===== src/rtl/pipeline_pkg.sv =====
// pipeline_pkg: shared fetch-stage types and defaults
package pipeline_pkg;
    localparam int XLEN = 32;
    localparam logic [XLEN-1:0] RESET_PC_DEFAULT = 32'h0000_0000;
    typedef logic [XLEN-1:0] word_t;
    typedef enum logic [1:0] {FETCH, FULL, DRAIN} fetch_state_t;
    typedef struct packed {
        word_t pc;
        word_t inst;
    } fq_entry_t;
endpackage


===== src/rtl/fetch_queue.sv =====
// fetch_queue: synchronous FIFO of fetched {pc, inst} entries with clear
module fetch_queue
    import pipeline_pkg::*;
#(
    parameter int DEPTH = 4
) (
    input  logic                   clk,
    input  logic                   rst,
    input  logic                   push,
    input  logic                   pop,
    input  logic                   clear,
    input  fq_entry_t              din,
    output fq_entry_t              head,
    output logic [$clog2(DEPTH):0] count
);
    localparam int AW = $clog2(DEPTH);
    localparam int CW = AW + 1;
    fq_entry_t mem [DEPTH];
    logic [AW-1:0] rd, wr;
    logic do_push, do_pop;
    assign do_pop  = pop && count != '0;
    assign do_push = push && (count != CW'(DEPTH) || do_pop);
    assign head    = count != '0 ? mem[rd] : '0;
    always_ff @(posedge clk or negedge rst)
        if (!rst) begin
            rd    <= '0;
            wr    <= '0;
            count <= '0;
        end else if (clear) begin
            rd    <= '0;
            wr    <= '0;
            count <= '0;
        end else begin
            if (do_push) wr <= wr + 1'b1;
            if (do_pop) rd <= rd + 1'b1;
            count <= count + CW'(do_push) - CW'(do_pop);
        end
    always_ff @(posedge clk)
        if (do_push && !clear) mem[wr] <= din;
endmodule


===== src/rtl/fetch_unit.sv =====
// fetch_unit: in-order instruction fetch with redirect draining and an instruction queue
module fetch_unit
    import pipeline_pkg::*;
#(
    parameter logic [XLEN-1:0] RESET_PC = RESET_PC_DEFAULT,
    parameter int              DEPTH    = 4
) (
    input  logic        clk,
    input  logic        rst,
    input  logic        hold_pc,
    input  logic        flush,
    input  logic [31:0] redirect_pc,
    output logic        imem_req,
    output logic [31:0] imem_addr,
    input  logic        imem_ready,
    input  logic        imem_rvalid,
    input  logic [31:0] imem_rdata,
    output logic        inst_valid,
    output logic [31:0] inst_out,
    output logic [31:0] pc_out
);
    localparam int CW = $clog2(DEPTH) + 1;
    fetch_state_t state, state_nxt;
    word_t fetch_pc, rsp_pc;
    logic [CW-1:0] live, drop, q_count, pending, drop_flush, live_nxt, drop_nxt, q_nxt;
    logic accept, live_rsp, push, pop;
    fq_entry_t head, rsp;

    fetch_queue #(.DEPTH(DEPTH)) u_queue (
        .clk   (clk),
        .rst   (rst),
        .push  (push),
        .pop   (pop),
        .clear (flush),
        .din   (rsp),
        .head  (head),
        .count (q_count)
    );

    // live requests are consecutive words, so the oldest one sits live*4 behind fetch_pc
    assign rsp_pc     = fetch_pc - (word_t'(live) << 2);
    assign rsp        = {rsp_pc, imem_rdata};
    assign imem_addr  = fetch_pc;
    assign inst_valid = q_count != '0;
    assign inst_out   = head.inst;
    assign pc_out     = head.pc;

    always_comb begin
        pending    = live + drop;
        imem_req   = rst && state == FETCH && q_count + live < CW'(DEPTH) && !flush;
        accept     = imem_req && imem_ready;
        live_rsp   = imem_rvalid && drop == '0 && live != '0;
        push       = live_rsp && !flush;
        pop        = inst_valid && !hold_pc && !flush;
        drop_flush = pending - CW'(imem_rvalid && pending != '0);
        live_nxt   = live + CW'(accept) - CW'(live_rsp);
        drop_nxt   = drop - CW'(imem_rvalid && drop != '0);
        q_nxt      = q_count + CW'(push) - CW'(pop);
        state_nxt  = flush ? (drop_flush != '0 ? DRAIN : FETCH)
                   : state == DRAIN ? (drop_nxt == '0 ? FETCH : DRAIN)
                   : q_nxt + live_nxt == CW'(DEPTH) ? FULL : FETCH;
    end

    always_ff @(posedge clk or negedge rst)
        if (!rst) begin
            state    <= FETCH;
            fetch_pc <= RESET_PC;
            live     <= '0;
            drop     <= '0;
        end else begin
            state    <= state_nxt;
            fetch_pc <= flush ? redirect_pc & ~32'd3 : fetch_pc + (accept ? 32'd4 : 32'd0);
            live     <= flush ? '0 : live_nxt;
            drop     <= flush ? drop_flush : drop_nxt;
        end
endmodule

===== config.mk =====
export PLATFORM = sky130hd
export DESIGN_NAME = fetch_unit
export DESIGN_NICKNAME = d
export VERILOG_FILES = /design/src/rtl/pipeline_pkg.sv /design/src/rtl/fetch_queue.sv /design/src/rtl/fetch_unit.sv
export SDC_FILE = /design/constraint.sdc
export NUM_CORES = 1
export LEC_CHECK = 0
export BUFFER_PORTS_ARGS = -buffer_cell sky130_fd_sc_hd__buf_2
export CAP_MARGIN = 10
export CELL_PAD_IN_SITES_DETAIL_PLACEMENT = 2
export CELL_PAD_IN_SITES_GLOBAL_PLACEMENT = 2
export CORE_MARGIN = 2
export CORE_UTILIZATION = 45
export DETAILED_ROUTE_END_ITERATION = 10
export GPL_TIMING_DRIVEN = 0
export PLACE_DENSITY_LB_ADDON = 0.1
export SYNTH_ARGS = -nofsm -noshare
export SYNTH_HDL_FRONTEND = slang
export SYNTH_SLANG_ARGS = --single-unit

===== constraint.sdc =====
create_clock -name clk -period 9.24 [get_ports clk]
set_clock_uncertainty 0.2 [all_clocks]
set_input_delay 0.462 -clock clk [delete_from_list [all_inputs] [get_ports clk]]
set_output_delay 0.462 -clock clk [all_outputs]
set_load 0.05 [all_outputs]

==> results.tsv, run 1 <==
metric	value	unit
status	completed	
max_freq	227	MHz
grt_max_degree	52	
use_met2	0.519	
crit_fanout	6	
stdcell_area	16200	µm²
rows	62	
fp.coreArea	28700	µm²
cp-startpoint	live[1]$_DFF_PN0_	
tns	0	ns
pwr_density_cell	243	nW/µm²
start_kind	register	
crit_slowest_cell	dfrtp_1	
leakagePower	0.00580	µW
synth-async-reset-ratio	0.154	
dieArea	30500	µm²
drv_cap	0	
cp-end-kind	register	
drv_slew	0	
grt_use_met3	0.0418	
grt.busiest_layer	met2	
setup_viol	0	
post-route-min-period	4.40	ns
synth.distinct_cells	53	
cts_buffers	31	
path_cells	ha_1 > a31oi_1 > xnor2_1 > and4_1 > nand2_1 > ha_1 > inv_1 > ha_1 > inv_1 > fa_1 > ha_1 > inv_1 > fa_1 > xor2_1 > xnor2_1 > xor2_1 > and3_1	
place_area	14500	µm²
cp_common_cell	ha_1	
initial_core_util	0.456	
gp_congestion	0.756	
synth_edf_count	248	
syn_area	13100	µm²
post-route-drc-count	0	
routed_wl	43800	µm
rsz0062_at_grt	no	
worstPathArrival	4.72	ns
synth.ff_latch_count	293	
layout.nets	1195	
grt_use_total	0.290	
finalNonFillerCells	1505	
cts_buffer_depth	3	
finalPower	3930	µW
tightest_slew	1.15	ns
worstPathRequired	9.56	ns
num_vias	8726	
die_x	175	µm
ant_nets	0	
irDropWorstVdd	0.128	mV
r2r_cells	17	
crit_type	register to register	
slowest_delay	0.59	ns
antenna_found_initial	0	
grt_pass1_wl	65400	µm
clkTransAtPathRegs	0.07	ns
synth-seq-area-share	0.655	
viasPerCell	5.80	
grt_overflow	0	
finalCritPeriodShare	0.476	
root_buffer	clkbuf_16	
htree_levels	1	
synthFlopType	edfxtp_1	
cts_tree	built	
drive_gt1_frac	0.281	
ys_top_cells_by_area	edfxtp_1 57%, mux4_2 11%, dfrtp_1 8.6%, nor2b_1 3.3%, xnor2_1 2.8%	
synth_top_area_cell	edfxtp_1	
clkLatencyLatePin	0.58	ns
grt_pass1_vias	9673	
die_h	175	µm
cts.sink_count	293	
post_cts_buffers	0	
drtIter0Drc	793	
hpwl	25300	µm
min_from	hold_pc	
hp-class	input port to register	
reg2reg_from	live[1]$_DFF_PN0_	
place_inst	1385	
r2r-end	state[0]$_DFF_PN0_	
yosysTopAreaCellShare	0.569	
dr.pass1.iters	7	
r2r_slack	4.84	ns
ios	168	
yosysMostFrequentCell	edfxtp_1	
syn_avg_cell_area	15.7	µm²
finalHoldViolations	0	
maxSlewHeadroom	0.229	
synth_common_cells	248 x edfxtp_1, 69 x nor2b_1, 62 x mux4_2	
areaGrowthSynthToFinish	23.6	%
grt_use_met1	0.374	
num_antenna_cells	0	
avgRoutedWirePerCell	29.1	µm
synth_warnings	0	
io_buffers	161	
crit_path_end	state[0]$_DFF_PN0_	
netlist_instances	833	
==> worst min path at each step <==
stage | end | slack, ns | cells after the start
after floorplan | drop[0]$_DFF_PN0_ | -0.03 | 0
after global placement | u_queue.wr[0]$_DFFE_PN0P_ | 0.34 | 1
after detailed placement | state[1]$_DFF_PN0_ | 0.44 | 3
after CTS | u_queue.rd[0]$_DFFE_PN0P_ | 0.06 | 3
after global routing | u_queue.rd[0]$_DFFE_PN0P_ | 0.11 | 3
final | u_queue.rd[0]$_DFFE_PN0P_ | 0.09 | 3
==> cell usage in the layout, fill, tap and decap left out, types with 4 or more instances in the layout <==
master / netlist / routed
edfxtp_1: 248 / 248
buf_2: 16 / 177
nor2b_1: 69 / 69
dlygate4sd3_1: 0 / 63
mux4_2: 62 / 62
dfrtp_1: 45 / 45
xnor2_1: 42 / 42
clkbuf_1: 28 / 37
nor2_1: 34 / 34
inv_1: 31 / 31
clkbuf_16: 0 / 31
nand2_1: 30 / 30
nand3_1: 21 / 21
nor3_1: 21 / 21
ha_1: 21 / 21
nand4_1: 18 / 18
o21ai_0: 16 / 16
xor2_1: 11 / 11
a31oi_1: 10 / 10
or4_1: 9 / 9
buf_4: 8 / 8
nor4_1: 7 / 7
o31ai_1: 7 / 7
or3_1: 6 / 6
fa_1: 6 / 6
clkinv_2: 0 / 6
and4_1: 5 / 5
and3_1: 5 / 5
buf_1: 5 / 5
nand4b_1: 5 / 5
bufinv_16: 0 / 5
mux2i_1: 4 / 4
and2_4: 0 / 4
conb_1: 1 / 4
==> timing repair <==
item,CTS,global route
hold buffers,63,0
gates resized for setup,0,0
setup endpoints to repair,0,0
hold endpoints to repair,203,0
==> metrics by stage <==
| stage | util | setup slack (ns) | hold WS (ns) |
|---|---|---|---|
| after global routing | 0.564 | 4.59 | 0.106 |
| after floorplan | - | 4.93 | -0.0336 |
| after global placement | 0.501 | 4.23 | 0.338 |
| after detailed placement | 0.505 | 4.61 | 0.436 |
| after CTS | 0.563 | 4.62 | 0.0627 |
| final | 0.564 | 4.84 | 0.0851 |
==> state kept, by name, indices dropped and copies added, names as in the netlist <==
register       count
u_queue.wr         2
state              2
drop               3
u_queue.count      3
u_queue.rd         2
live               3
u_queue.mem      248
imem_addr         30
==> kinds of logic after synthesis <==
family	count (synthesis)	synth area share
AND/OR/NAND/NOR	251	0.113
adder cells (fa/ha/maj)	27	0.0292
buffers and inverters	90	0.0303
AO/OA/AOI/OAI	49	0.0248
flip-flops	293	0.655
XOR/XNOR	53	0.0354
multiplexers	69	0.112
other	1	0.000286
==> metal layers <==
layer,wire length [µm],share of wire
met1,17800,0.41
met3,2180,0.050
met5,0,0
met2,22700,0.52
met4,1090,0.025
==> power by group <==
group          internal (µW)  switching (µW)  leakage, µW
clock                    773             584     0.000507
sequential              1480            32.5      0.00278
combinational            330             731      0.00252
total                   2580            1350      0.00580
==> critical path, delay by kind of cell (launching register included) <==
| kind | cells | cell delay (ns) |
|---|---|---|
| adders and majority gates | 6 | 1.90 |
| xor gates and xnor gates | 4 | 0.71 |
| DFF | 1 | 0.59 |
| and+or+nand+nor | 3 | 0.56 |
| AOI/OAI and AO/OA | 1 | 0.22 |
| buffers and inverters | 3 | 0.15 |
==> area by class of cell <==
cell class	instances	area [µm²]
Fill cell	2611	12500
Clock inverter	14	200
Clock buffer	42	837
Multi-Input combinational cell	453	4150
Buffer	59	280
Inverter	31	116
Timing Repair Buffer	229	1550
Tap cell	384	480
Sequential cell	293	8570
(Power assumes the default switching activity.)
==> run 2: changes to the inputs <==
--- a/config.mk
+++ b/config.mk
@@ -10,7 +10,7 @@
 export CELL_PAD_IN_SITES_DETAIL_PLACEMENT = 2
 export CELL_PAD_IN_SITES_GLOBAL_PLACEMENT = 2
 export CORE_MARGIN = 2
-export CORE_UTILIZATION = 45
+export CORE_UTILIZATION = 38
 export DETAILED_ROUTE_END_ITERATION = 10
 export GPL_TIMING_DRIVEN = 0
 export PLACE_DENSITY_LB_ADDON = 0.1
==> constraint.sdc (replaced) <==
create_clock -name clk -period 3.8 [get_ports clk]
set_clock_uncertainty 0.2 [all_clocks]
set_input_delay 0.19 -clock clk [delete_from_list [all_inputs] [get_ports clk]]
set_output_delay 0.19 -clock clk [all_outputs]
set_load 0.05 [all_outputs]
==> results.tsv, run 2 (synthesis results as in run 1) <==
metric	value	unit
layout_commonest_cell	edfxtp_1	
pwr_density_cell	560	nW/µm²
critical_path_buf_inv_count	3	
largest_reg_flops	248	
max_freq	260	MHz
cts_buffers	30	
post-route-min-period	3.84	ns
clkLatencyLatePin	0.57	ns
viasPerCell	5.17	
dp_slack	-0.531	ns
violations	negative setup slack	
p_switching	3050	µW
worstPathRequired	4.10	ns
root_buffer	clkbuf_16	
status	complete, but fails checks	
switching_share	0.332	
dr.pass1.iters	4	
avgRoutedWirePerCell	22.9	µm
top_register	u_queue.mem	
areaGrowthSynthToFinish	25.4	%
start_kind	register	
ios	168	
cp-end-kind	register	
crit_fanout	2	
grt_pass1_vias	9302	
htree_levels	1	
num_vias	8157	
grt_overflow	0	
drv_slew	0	
drive_gt1_frac	0.298	
finalPower	9200	µW
slowest_delay	0.44	ns
die_x	190	µm
irDropWorstVdd	0.384	mV
pwr-share-clk	0.324	
initial_core_util	0.389	
rsz0062_at_grt	yes	
p_comb_frac	0.276	
crit_slowest_cell	fa_1	
drv_cap	0	
hpwl	24400	µm
io_buffers	161	
p_seq_frac	0.400	
routed_wl	36000	µm
dieArea	36000	µm²
setup_viol	1	
grt_pass1_wl	55900	µm
cts.sink_count	293	
intPower	6140	µW
worstPathArrival	4.14	ns
antenna_found_initial	0	
grt_use_total	0.205	
drtIter0Drc	342	
maxSlewHeadroom	0.447	
ant_nets	0	
final_cell_mix	248 x edfxtp_1, 177 x buf_2, 69 x nor2b_1	
layout.nets	1202	
crit_type	register to register	
path_cells	ha_4 > a31oi_4 > xnor2_2 > and4_4 > nand2_4 > ha_4 > inv_2 > ha_4 > inv_2 > fa_1 > ha_1 > inv_2 > fa_2 > xor2_2 > xnor2_1 > xor2_1 > and3_1	
post-route-drc-count	0	
grt_max_degree	48	
setup_slack	-0.0401	ns
fp.coreArea	33700	µm²
crit_family	adder cells	
num_antenna_cells	0	
tightest_slew	0.830	ns
die_h	190	µm
rows	67	
finalCritPeriodShare	1.01	
hp-class	input port to async pin	
clkTransAtPathRegs	0.07	ns
finalHoldViolations	0	
leakagePower	0.00584	µW
cts_tree	built	
gp_congestion	0.797	
cts_buffer_depth	3	
[run 2: cell count changes in the layout (fill, tap and decap cells not counted), moves of 3 or more]
cell / delta
ha_4: +3
buf_12: -3
inv_2: +3
inv_1: -3
buf_16: +3
clkinv_1: +6
ha_1: -3
buf_4: +5
dlygate4sd3_1: +4
clkbuf_1: -7
[run 2: layer usage]
layer	global-route usage	wire (µm)
met3	0.0208	1150
met5	0	0
met4	0.0465	730
met1	0.261	15200
met2	0.379	18900
[run 2: repair_timing]
| action | 4_1_cts | 5_1_grt |
|---|---|---|
| gates resized for setup | 13 | 2 |
| hold buffers | 68 | 0 |
| pin swaps | 10 | 7 |
| endpoints found under the hold margin | 208 | 0 |
| setup endpoints to repair | 4 | 1 |
| setup buffers | 3 | 1 |
[run 2: metrics by stage]
stage	cell area [µm²]	utilization	TNS [ns]	cells	hold WS, ns
floorplan	13100	-	-0.0477	836	-0.306
global placement	14500	0.430	-268.33	1445	0.202
detailed placement	14600	0.434	-0.531	1450	0.207
CTS	16400	0.487	-0.0775	1577	0.0674
global route	16400	0.487	-0.221	1577	0.103
finish	16400	0.487	-0.0401	1577	0.0759
[run 2: power by group through the flow]
stage	registers, µW	logic (µW)	clock network [µW]
after floorplan	3820	1710	0
after global routing	3680	2750	3160
after detailed placement	3740	2500	0
final	3670	2540	2980
after global placement	3740	2440	0
after CTS	3670	2590	3060
[run 2: layout make-up]
type / count / area (µm²)
fill: 3309 / 17300
sequential: 293 / 8580
multi-input combinational: 453 / 4240
timing repair buffer: 238 / 1650
clock buffer: 33 / 762
tap: 448 / 561
buffer: 58 / 277
clock inverter: 23 / 243
inverter: 31 / 116
[run 2: worst reg2reg max path: cells and delay by family (launching register included)]
family,cells,cell delay (ns)
adder cells (fa/ha/maj),6,1.73
XOR/XNOR,4,0.65
AND/OR/NAND/NOR,3,0.49
flip-flops,1,0.42
AO/OA/AOI/OAI,1,0.16
buffers and inverters,3,0.13
[run 2: final timing paths]
kind                                         endpoint                       from  slack, ns  cells after the start
setup reg to reg                   state[0]$_DFF_PN0_          live[1]$_DFF_PN0_      -0.04                     17
hold reg to reg             u_queue.wr[0]$_DFFE_PN0P_  u_queue.wr[0]$_DFFE_PN0P_       0.35                      1
max in group asynchronous  u_queue.count[1]$_DFF_PN0_                        rst       3.05                      3
hold / removal                imem_addr[19]$_DFF_PN0_                        rst       0.08                      3
min in group clk            u_queue.wr[0]$_DFFE_PN0P_                      flush       0.15                      5
setup / recovery                   state[0]$_DFF_PN0_          live[1]$_DFF_PN0_      -0.04                     17
